`src/rtl/btn_debounce_multi.sv`:
```
// Multi-channel button synchroniser and symmetric debouncer with one-cycle press/release strobes.
// Optional auto-repeat of press strobes while held is compiled in with `define DEBOUNCE_REPEAT_EN.
module btn_debounce_multi #(
  parameter int N_CH          = 4,
  parameter int STABLE_CYCLES = 131072,
  parameter int CNT_W         = 18,
  parameter int SYNC_STAGES   = 2,
  parameter int REPEAT_DELAY  = 25000000,
  parameter int REPEAT_PERIOD = 5000000
) (
  input  logic            i_clk,
  input  logic            i_rst,
  input  logic [N_CH-1:0] i_btn,
  output logic [N_CH-1:0] o_btn_state,
  output logic [N_CH-1:0] o_press,
  output logic [N_CH-1:0] o_release,
  output logic            o_any_press
);

  localparam logic [CNT_W-1:0] CNT_MAX = CNT_W'(STABLE_CYCLES - 1);

  logic [SYNC_STAGES-1:0] sync_p [N_CH];
  logic [CNT_W-1:0]       cnt    [N_CH];
  logic [N_CH-1:0]        s_lvl;
  logic [N_CH-1:0]        accept;
  logic [N_CH-1:0]        press_nxt;
  logic [N_CH-1:0]        release_nxt;

  always_comb begin
    s_lvl       = '0;
    accept      = '0;
    release_nxt = '0;
    for (int i = 0; i < N_CH; i++) begin
      s_lvl[i]       = sync_p[i][SYNC_STAGES-1];
      accept[i]      = (s_lvl[i] != o_btn_state[i]) && (cnt[i] == CNT_MAX);
      release_nxt[i] = accept[i] & ~s_lvl[i];
    end
  end

`ifdef DEBOUNCE_REPEAT_EN
  localparam int RPT_MAX = (REPEAT_DELAY > REPEAT_PERIOD) ? REPEAT_DELAY : REPEAT_PERIOD;
  localparam int RPT_W   = $clog2(RPT_MAX + 1);
  localparam logic [RPT_W-1:0] RPT_FIRST = RPT_W'(REPEAT_DELAY - 1);
  localparam logic [RPT_W-1:0] RPT_NEXT  = RPT_W'(REPEAT_PERIOD - 1);

  logic [RPT_W-1:0] rpt_cnt [N_CH];
  logic [N_CH-1:0]  rpt_first;
  logic [N_CH-1:0]  rpt_fire;

  // An accepting edge never repeats: a release on that edge must stop repeats at once.
  always_comb begin
    rpt_fire = '0;
    for (int i = 0; i < N_CH; i++) begin
      rpt_fire[i] = o_btn_state[i] && !accept[i] &&
                    (rpt_cnt[i] == (rpt_first[i] ? RPT_FIRST : RPT_NEXT));
    end
  end

  always_ff @(posedge i_clk or posedge i_rst) begin
    if (i_rst) begin
      for (int i = 0; i < N_CH; i++) rpt_cnt[i] <= '0;
      rpt_first <= '1;
    end else begin
      for (int i = 0; i < N_CH; i++) begin
        if (accept[i] || !o_btn_state[i]) begin
          rpt_cnt[i]   <= '0;
          rpt_first[i] <= 1'b1;
        end else if (rpt_fire[i]) begin
          rpt_cnt[i]   <= '0;
          rpt_first[i] <= 1'b0;
        end else begin
          rpt_cnt[i] <= rpt_cnt[i] + RPT_W'(1);
        end
      end
    end
  end

  assign press_nxt = (accept & s_lvl) | rpt_fire;
`else
  assign press_nxt = accept & s_lvl;
`endif

  // Synchroniser shift, stability counter and registered strobes.
  always_ff @(posedge i_clk or posedge i_rst) begin
    if (i_rst) begin
      for (int i = 0; i < N_CH; i++) begin
        sync_p[i] <= '0;
        cnt[i]    <= '0;
      end
      o_btn_state <= '0;
      o_press     <= '0;
      o_release   <= '0;
      o_any_press <= 1'b0;
    end else begin
      for (int i = 0; i < N_CH; i++) begin
        if (SYNC_STAGES > 1)
          sync_p[i] <= {sync_p[i][SYNC_STAGES-2:0], i_btn[i]};
        if (s_lvl[i] == o_btn_state[i]) begin
          cnt[i] <= '0;
        end else if (accept[i]) begin
          cnt[i]         <= '0;
          o_btn_state[i] <= s_lvl[i];
        end else begin
          cnt[i] <= cnt[i] + CNT_W'(1);
        end
      end
      o_press     <= press_nxt;
      o_release   <= release_nxt;
      o_any_press <= |press_nxt;
    end
  end

endmodule

```
`config.mk`:
```
export PLATFORM = sky130hd
export DESIGN_NAME = btn_debounce_multi
export DESIGN_NICKNAME = d
export VERILOG_FILES = /design/src/rtl/btn_debounce_multi.sv
export SDC_FILE = /design/constraint.sdc
export NUM_CORES = 1
export LEC_CHECK = 0
export ABC_AREA = 1
export ABC_CLOCK_PERIOD_IN_PS = 3280
export BUFFER_PORTS_ARGS = -buffer_cell sky130_fd_sc_hd__buf_2
export CAP_MARGIN = 20
export CORE_MARGIN = 3
export CORE_UTILIZATION = 30
export CTS_CLUSTER_DIAMETER = 120
export DETAILED_ROUTE_END_ITERATION = 10
export GPL_TIMING_DRIVEN = 0
export PLACE_DENSITY = 0.43
export SLEW_MARGIN = 20
export SYNTH_ARGS = -nofsm -noshare
export SYNTH_HDL_FRONTEND = slang
export SYNTH_SLANG_ARGS = --single-unit
```
`constraint.sdc`:
```
create_clock -name i_clk -period 3.28 [get_ports i_clk]
set_input_delay 0.164 -clock i_clk [delete_from_list [all_inputs] [get_ports i_clk]]
set_output_delay 0.164 -clock i_clk [all_outputs]
set_load 0.01 [all_outputs]
```
Word level (Yosys, flattened, before mapping)
Cells that the tools add are included.
{"block": "word_totals", "in_bits": 6, "register_bits": 93, "word_cells": 61, "out_inout_bits": 13}
{"block": "classes", "n_eq_ne": 12, "muxes": 8, "add_sub_neg": 4, "n_bitwise": 13, "n_reduce_logical": 9}
{"op": "$mux 18", "n": 8}
{"op": "$add 18x1->18 const B", "n": 4}
{"op": "$eq 18x17->1 const B", "n": 4}
{"op": "$not 1->1", "n": 8}
{"op": "$reduce_and 2->1", "n": 4}
{"op": "$and 1x1->1", "n": 4}
{"op": "$and 4x4->4", "n": 1}
{"op": "$eq 1x1->1", "n": 4}
{"op": "$logic_and 1x1->1", "n": 4}
{"op": "$ne 1x1->1", "n": 4}
{"op": "$reduce_or 4->1", "n": 1}

Logic depth before layout (Yosys ltp)
Gate-level depths: netlist of run 1.
{"block": "depth", "word_depth": 4, "ltp_mapped": 9, "ltp_nobuf": 9}

Worst setup path after synthesis of run 1
Ideal clock, no wire load.
{"block": "synth_timing", "kind": "register -> register", "start": "register cnt[36] in the netlist's numbering", "end": "register cnt[50] in the netlist's numbering", "arrival_ps": 1259, "period_less_slack_ps": 1378, "n_path_buf": 0, "path_slack_ps": 1902, "setup_ps": 118, "required_ps": 3162, "path_stages_with_launch": 9, "path_cell_list": "dfrtp_1 > ha_1 > nand2_1 > nor2_4 > nand2_2 > nor3_2 > nand2_2 > nand2_4 > nor2_1"}
{"block": "synth_via", "elab_chain_len": 4, "word_cells_on_any_way": 5, "cone_classes": "add/sub: 1; eq/ne: 1; mux: 2; reduce/logical: 1"}
{"item": "from (decl)", "line": "23", "rtl": "logic [CNT_W-1:0] cnt [N_CH];"}
{"item": "from (signal, indexed assignment)", "line": "104", "rtl": "cnt[i] <= cnt[i] + CNT_W'(1);"}
{"item": "branches (longest 2 deep; another with $add 18x1->18)"}
{"item": "$mux 18 *", "line": "100", "rtl": "end else if (accept[i]) begin"}
{"item": "$mux 18 *", "line": "98", "rtl": "if (s_lvl[i] == o_btn_state[i]) begin"}
Mark *: on every way between the ends.
A chain may end at the register's enable or synchronous reset.

Final worst setup path of run 1
{"block": "layout_timing", "start": "register cnt[36] in the netlist's numbering", "end": "register cnt[39] in the netlist's numbering"}
The elaborated chain is that of the path after synthesis.

==> metrics.md, run 1 <==
| Metric | Value |
|---|---|
| Clk slew on worst S/H paths | approximately 60 ps |
| DIE HEIGHT | 131 µm |
| Fin crit share | between 40% and 50% |
| Die width | 131 µm |
| #FFs+latches synth | 93 |
| CP required | around 3500 ps |
| Mapped cell area | 4660 µm² |
| CP endpoint kind | flip-flop |
| Routed Antenna Nets | 0 |
| R2r startpoint | cnt[36] |
| Initial antenna violation count | 0 |
| First-pass GRT wire length | approximately 16,000 µm |
| Pwr/cell area | ~420 nW/µm² |
| Core Rows | 44 |
| Drt pass-1 iters | 4 |
| Layout cells sized above 1 | 15.1% |
| Vias in the first global route | around 3,500 |
| Outcome | finished, final reports clean |
| Syn_nets | around 550 |
| P_leak | approximately 2.5 nW |
| RePlAce Congestion | about 0.76 |
| Xor/xnor share of the synthesized area | about 6.4% |
| Gate Count Post-Synth | 538 |
| Seq. cell area | ~2300 µm² |
| Post-synthesis sequential area ratio | 49.9% |
| Largest family of logic cells by synthesized area | simple AND/OR/NAND/NOR gates |
| Hold Buf Count CTS | 5 |
| H-tree depth | 3 |
| Initial drt markers | 157 |
| Worst vdd ir | 210 µV |
| Vias per cell | 4.53 |
| Worst R2R Setup Slack | approximately 1700 ps |
| Area grow syn2layout | 14.6% |
| Critical path class | flip-flop to flip-flop |
| Tot GR Track Use | around an eighth |
| EDFF count, synth | 0 |
| Clock Path Buffers | 2 |
| Mux contribution to synthesized area | 0% |
| HP Class | flip-flop to flip-flop |
| Drt total wl | slightly above 9000 µm |
| Yosys warns | 0 |
| Main synth FF type | dfrtp_1 |
| IO Port Bufs | 18 |
| Hold endpoint | s_lvl[1] |
| Relative slew margins | a little over two thirds |
| Final std cells w/o fill | ~760 |
| Max frequency | around 610 MHz |
| Hold Slack | 347 ps |
| DRC viols | 0 |
| Most area-consuming cells after synthesis | dfrtp_1 (50%), nor2_1 (7.8%), nand2_1 (7.6%), inv_1 (5.2%), xor2_1 (4.5%) |
| Dpl cells | between 700 and 800 |
| Core ar. | about 15,000 µm² |
| Nets | 583 |
| Final setup fails | 0 |
| Yosys cell types | 32 |
| Via count | 3,446 |
| Post-synth top area cell | dfrtp_1 |
| Crit path max fanout | 6 |
| Total CTS buffers | 9 |
| Final max-slew violation count | 0 |
| Worst Path Arrival | between 1500 and 2000 ps |
| Number of diodes | 0 |
| Post-Synth Adder-Cell Area | around 1.1% |
| Setup repair bufs after CTS | 0 |
| Pin count of the biggest net entering global routing | 48 |
| Hold path depth | 0 |
| Crit path time final | 1630 ps |
| Average wire per standard cell | around 12 µm |
| Clk_lat worst skew | 340 ps |
| Starting Density | a little under a third |
| Clk_skew | 3.81 ps |
| Synth Area in Simple Gates | ~34% |
| Final Hold Viols | 0 |
| Area share of the largest cell type after synthesis | between 40% and 50% |
| CP startpoint kind | flip-flop |
| RR Endpoint | cnt[39] |
| Max-cap violations | 0 |
| CTS tree | built |
| Filler cell count | roughly 1,600 |
| Multi-input logic area | 2070 µm² |
| Overflow after GRT | 0 |
| Beginning of the worst hold path | sync_p[4] |
| R2R cell count | 8 |
| Cells resized by post-CTS repair | 0 |
| Mean Syn Cell Area | ~8.7 µm² |
| Num ports | 19 |
| Clock sink total | a little over 90 |
| Setup TNS Final | 0 ps |
| RSZ-0062 raised after global routing | false |
| CTS root buf | clkbuf_16 |
| Async S/R FF share, synth | between 90% and 100% |
| Total die area | 17,100 µm² |
| Power, Total | about 0.0023 W |
| Post-synthesis compound-gate area fraction | approximately 2.4% |
| Worst-Margin Slew | roughly 450 ps |
| HPWL after DPL | about 6600 µm |
[cells in the final DEF, fill, tap and decap left out, drive strengths merged]
| cell type | n |
|---|---|
| a21o | 2 |
| a21oi | 4 |
| a31oi | 2 |
| buf | 21 |
| clkbuf | 14 |
| clkinv | 2 |
| dfrtp | 93 |
| dlygate4sd3 | 5 |
| ha | 4 |
| inv | 67 |
| nand2 | 113 |
| nand3 | 34 |
| nand3b | 8 |
| nand4 | 17 |
| nor2 | 120 |
| nor3 | 18 |
| nor3b | 7 |
| o21ai | 8 |
| o22ai | 3 |
| o31ai | 1 |
| xnor2 | 10 |
| xor2 | 24 |
[synthesized netlist by cell type, types with 2 or more instances]
| cell | number |
|---|---|
| buf_2 | 2 |
| inv_1 | 65 |
| o21ai_1 | 6 |
| nand4_4 | 2 |
| nor3b_1 | 7 |
| nand2_1 | 95 |
| o21ai_0 | 2 |
| o22ai_1 | 3 |
| nor3_1 | 15 |
| a21oi_1 | 4 |
| nand2_2 | 15 |
| inv_2 | 2 |
| nor2_2 | 13 |
| a31oi_1 | 2 |
| nor2_1 | 97 |
| nor2_4 | 10 |
| xor2_1 | 24 |
| a21o_1 | 2 |
| nand4_1 | 14 |
| nand3_2 | 2 |
| nand3b_1 | 8 |
| nand3_1 | 31 |
| dfrtp_1 | 93 |
| nor3_4 | 2 |
| ha_1 | 4 |
| nand2_4 | 3 |
| xnor2_1 | 10 |
[registers in the layout, summed over array words and instances, names as in the netlist]
signal	count
o_press	4
cnt	72
o_btn_state	4
s_lvl	4
sync_p	4
o_release	4
o_any_press	1
[worst max path at each step]
stage	slack, ps	startpoint	end	depth (start not counted)
6_report	1650	cnt[36]	cnt[39]	8
5_1_grt	1500	cnt[0]	o_any_press	9
4_1_cts	1580	cnt[0]	o_any_press	9
3_5_place_dp	1600	cnt[0]	o_any_press	9
3_3_place_gp	-700	i_rst	cnt[68]	2
2_1_floorplan	700	i_rst	cnt[0]	1
[stage by stage]
step	worst slack, ps	area [µm²]	utilization (%)
after floorplan	696	4660	-
after CTS	1580	5340	36.0
after detailed placement	1600	5010	33.7
after global placement	-696	4980	33.5
final	1650	5340	36.0
after global routing	1500	5340	36.0
[worst max-delay path, cell delays in order, from the launching register on]
cell,delay (ps)
dfrtp_1,400
ha_1,180
nand2_1,100
nor2_4,130
nand2_2,140
nor2_4,160
nand4_2,210
nand3b_1,160
inv_1,50
[cells by family after synthesis]
| family | Yosys count |
|---|---|
| simple gates | 317 |
| xor+xnor | 34 |
| fa+ha+maj | 4 |
| flops | 93 |
| buf+inv | 70 |
| compound gates | 20 |
[power breakdown]
part	switching, W	internal, W
Combinational	0.0000586	0.0000263
Clock	0.000427	0.000572
Sequential	0.0000160	0.00116
[layout make-up]
type / instances / area share [%]
clock inverters: 1 / 0.0937
flip-flops and latches: 93 / 43.5
inverters: 68 / 4.87
multi-input cells: 375 / 38.7
repair buffers: 24 / 3.14
well taps: 184 / 4.31
clock buffers: 14 / 5.13
plain buffers: 2 / 0.187
[routing by layer]
layer	share of wire [%]	global-route usage (%)	vias up
li1	-	-	1769
met1	49	15.7	1626
met2	46	19.5	41
met3	3.2	3.74	10
met4	1.8	4.96	0
met5	0	0	-
Note: power is estimated with default switching activity, not from simulation.
==> inputs of run 2 (changes only) <==
--- a/config.mk
+++ b/config.mk
@@ -6,7 +6,7 @@
 export NUM_CORES = 1
 export LEC_CHECK = 0
 export ABC_AREA = 1
-export ABC_CLOCK_PERIOD_IN_PS = 3280
+export ABC_CLOCK_PERIOD_IN_PS = 1600
 export BUFFER_PORTS_ARGS = -buffer_cell sky130_fd_sc_hd__buf_2
 export CAP_MARGIN = 20
 export CORE_MARGIN = 3
==> constraint.sdc (replaced) <==
create_clock -name i_clk -period 1.6 [get_ports i_clk]
set_input_delay 0.08 -clock i_clk [delete_from_list [all_inputs] [get_ports i_clk]]
set_output_delay 0.08 -clock i_clk [all_outputs]
set_load 0.01 [all_outputs]
==> metrics.md, run 2 (same netlist as run 1, synthesis figures left out) <==
| Metric | Value |
|---|---|
| Num ports | 19 |
| Outcome | finished, final reports clean |
| Area after DPL | between 5000 and 6000 µm² |
| RSZ-0062 raised after global routing | true |
| Overflow after GRT | 0 |
| H-tree depth | 3 |
| Die width | about 130 µm |
| CP startpoint kind | flip-flop |
| Worst-Margin Slew | 424 ps |
| Slowest stage cell, crit path | dfrtp_1 |
| Initial antenna violation count | 0 |
| Crit path time final | approximately 1500 ps |
| Core ar. | 14,900 µm² |
| Number of diodes | 0 |
| DRC viols | 0 |
| Max reg flops | slightly above 70 |
| Starting Density | a little under a third |
| P_leak | roughly 2.6 nW |
| CP endpoint kind | flip-flop |
| CTS tree | built |
| Worst Path Arrival | roughly 1800 ps |
| Final max-slew violation count | 0 |
| Vias in the first global route | approximately 3,500 |
| Max frequency | between 600 and 700 MHz |
| Average wire per standard cell | roughly 12 µm |
| Clk_lat worst skew | 350 ps |
| Pin count of the biggest net entering global routing | 33 |
| Final instance area | 5650 µm² |
| Fin crit share | 95.7% |
| Drt pass-1 iters | 4 |
| Final setup fails | 0 |
| Tot GR Track Use | roughly 12% |
| Worst vdd ir | between 500 and 600 µV |
| Initial drt markers | between 150 and 200 |
| Crit path max fanout | 4 |
| Critical path's largest stage delay | around 380 ps |
| Final Hold Viols | 0 |
| RePlAce Congestion | approximately 0.78 |
| Hold Slack | roughly 290 ps |
| Clock sink total | 93 |
| Relative slew margins | 71.5% |
| Drt total wl | between 9000 and 10,000 µm |
| Crit path cell chain | ha_2, nand2_2, nor2_4, nand2_4, nor3_2, nand2_1, nor2_1 |
| Filler cell count | 1,554 |
| Critical path class | flip-flop to flip-flop |
| HPWL after DPL | 6670 µm |
| Layout cells sized above 1 | 20.8% |
| DIE HEIGHT | between 100 and 150 µm |
| Area grow syn2layout | 21.1% |
| Core Rows | 44 |
| Pwr/cell area | 848 nW/µm² |
| Via count | 3,527 |
| Max-cap violations | 0 |
| Clk slew on worst S/H paths | approximately 60 ps |
| Clock Path Buffers | 2 |
| Routed Antenna Nets | 0 |
| Final Util | 38.0% |
| Vias per cell | between 4 and 5 |
| Total CTS buffers | 9 |
| Nets | approximately 610 |
| Most flops, register | cnt |
| CTS root buf | clkbuf_16 |
| Commonest non-fill, non-tap cell in the layout | nor2_1 |
| Commonest cells after routing, fill and taps aside | nor2_1 (96), dfrtp_1 (93), nand2_1 (90) |
| HP Class | input pin to asynchronous set/reset pin |
| Clk_skew | 7.12 ps |
| Total die area | 17,100 µm² |
| First-pass GRT wire length | approximately 17,000 µm |
| CP required | between 1500 and 2000 ps |
| IO Port Bufs | 18 |
[run 2: critical path: cells and delay by family (launching register included)]
kind | cells | cell delay [ps]
AND/OR/NAND/NOR | 6 | 840
adder cells (fa/ha/maj) | 1 | 210
flip-flops | 1 | 380
[run 2: where the power goes]
group	internal, W	switching [W]	leakage (nW)
combinational	0.0000847	0.000135	1.21
clock	0.00125	0.000905	0.143
sequential	0.00239	0.0000291	1.27
[run 2: cell type report]
cell class	count	area, µm²	share of cell area, %
well taps	184	230	4.08
clock inverters	4	47.5	0.842
flip-flops and latches	93	2330	41.2
clock buffers	12	246	4.37
repair buffers	47	365	6.47
inverters	68	263	4.65
multi-input cells	375	2160	38.2
plain buffers	2	10.0	0.177
[run 2: timing repair]
item | 4_1_cts | 5_1_grt
hold buffers | 5 | 0
setup endpoints to repair | 9 | 54
buffers inserted | 6 | 15
resized for setup | 2 | 21
pin swaps | 3 | 16
endpoints found under the hold margin | 18 | 0
[run 2: worst paths after layout]
path	from	endpoint	slack, ps	cells after the start
max in group asynchronous	i_rst	cnt[13]	660	5
hold reg to reg	sync_p[0]	s_lvl[3]	350	0
setup / recovery	cnt[55]	o_release[0]	70	7
min in group i_clk	sync_p[0]	s_lvl[3]	350	0
hold / removal	i_rst	cnt[59]	290	3
setup reg to reg	cnt[55]	o_release[0]	70	7
[run 2: stage by stage]
stage	worst slack, ps	std cells	TNS (ps)	total power [W]
6_report	68.9	785	0	0.00479
5_1_grt	-79.3	785	-407	0.00501
4_1_cts	-2.88	770	-2.88	0.00487
3_5_place_dp	-59.7	743	-195	0.00264
3_3_place_gp	-337	740	-30950	0.00262
2_1_floorplan	222	538	0	0.00257
[run 2: metal layers]
layer | part of all wire [%] | global-route usage, % | vias up
li1 | - | - | 1821
met1 | 49 | 16.3 | 1666
met2 | 47 | 19.8 | 30
met4 | 1.0 | 3.99 | 0
met5 | 0 | 0 | -
met3 | 2.6 | 3.46 | 10
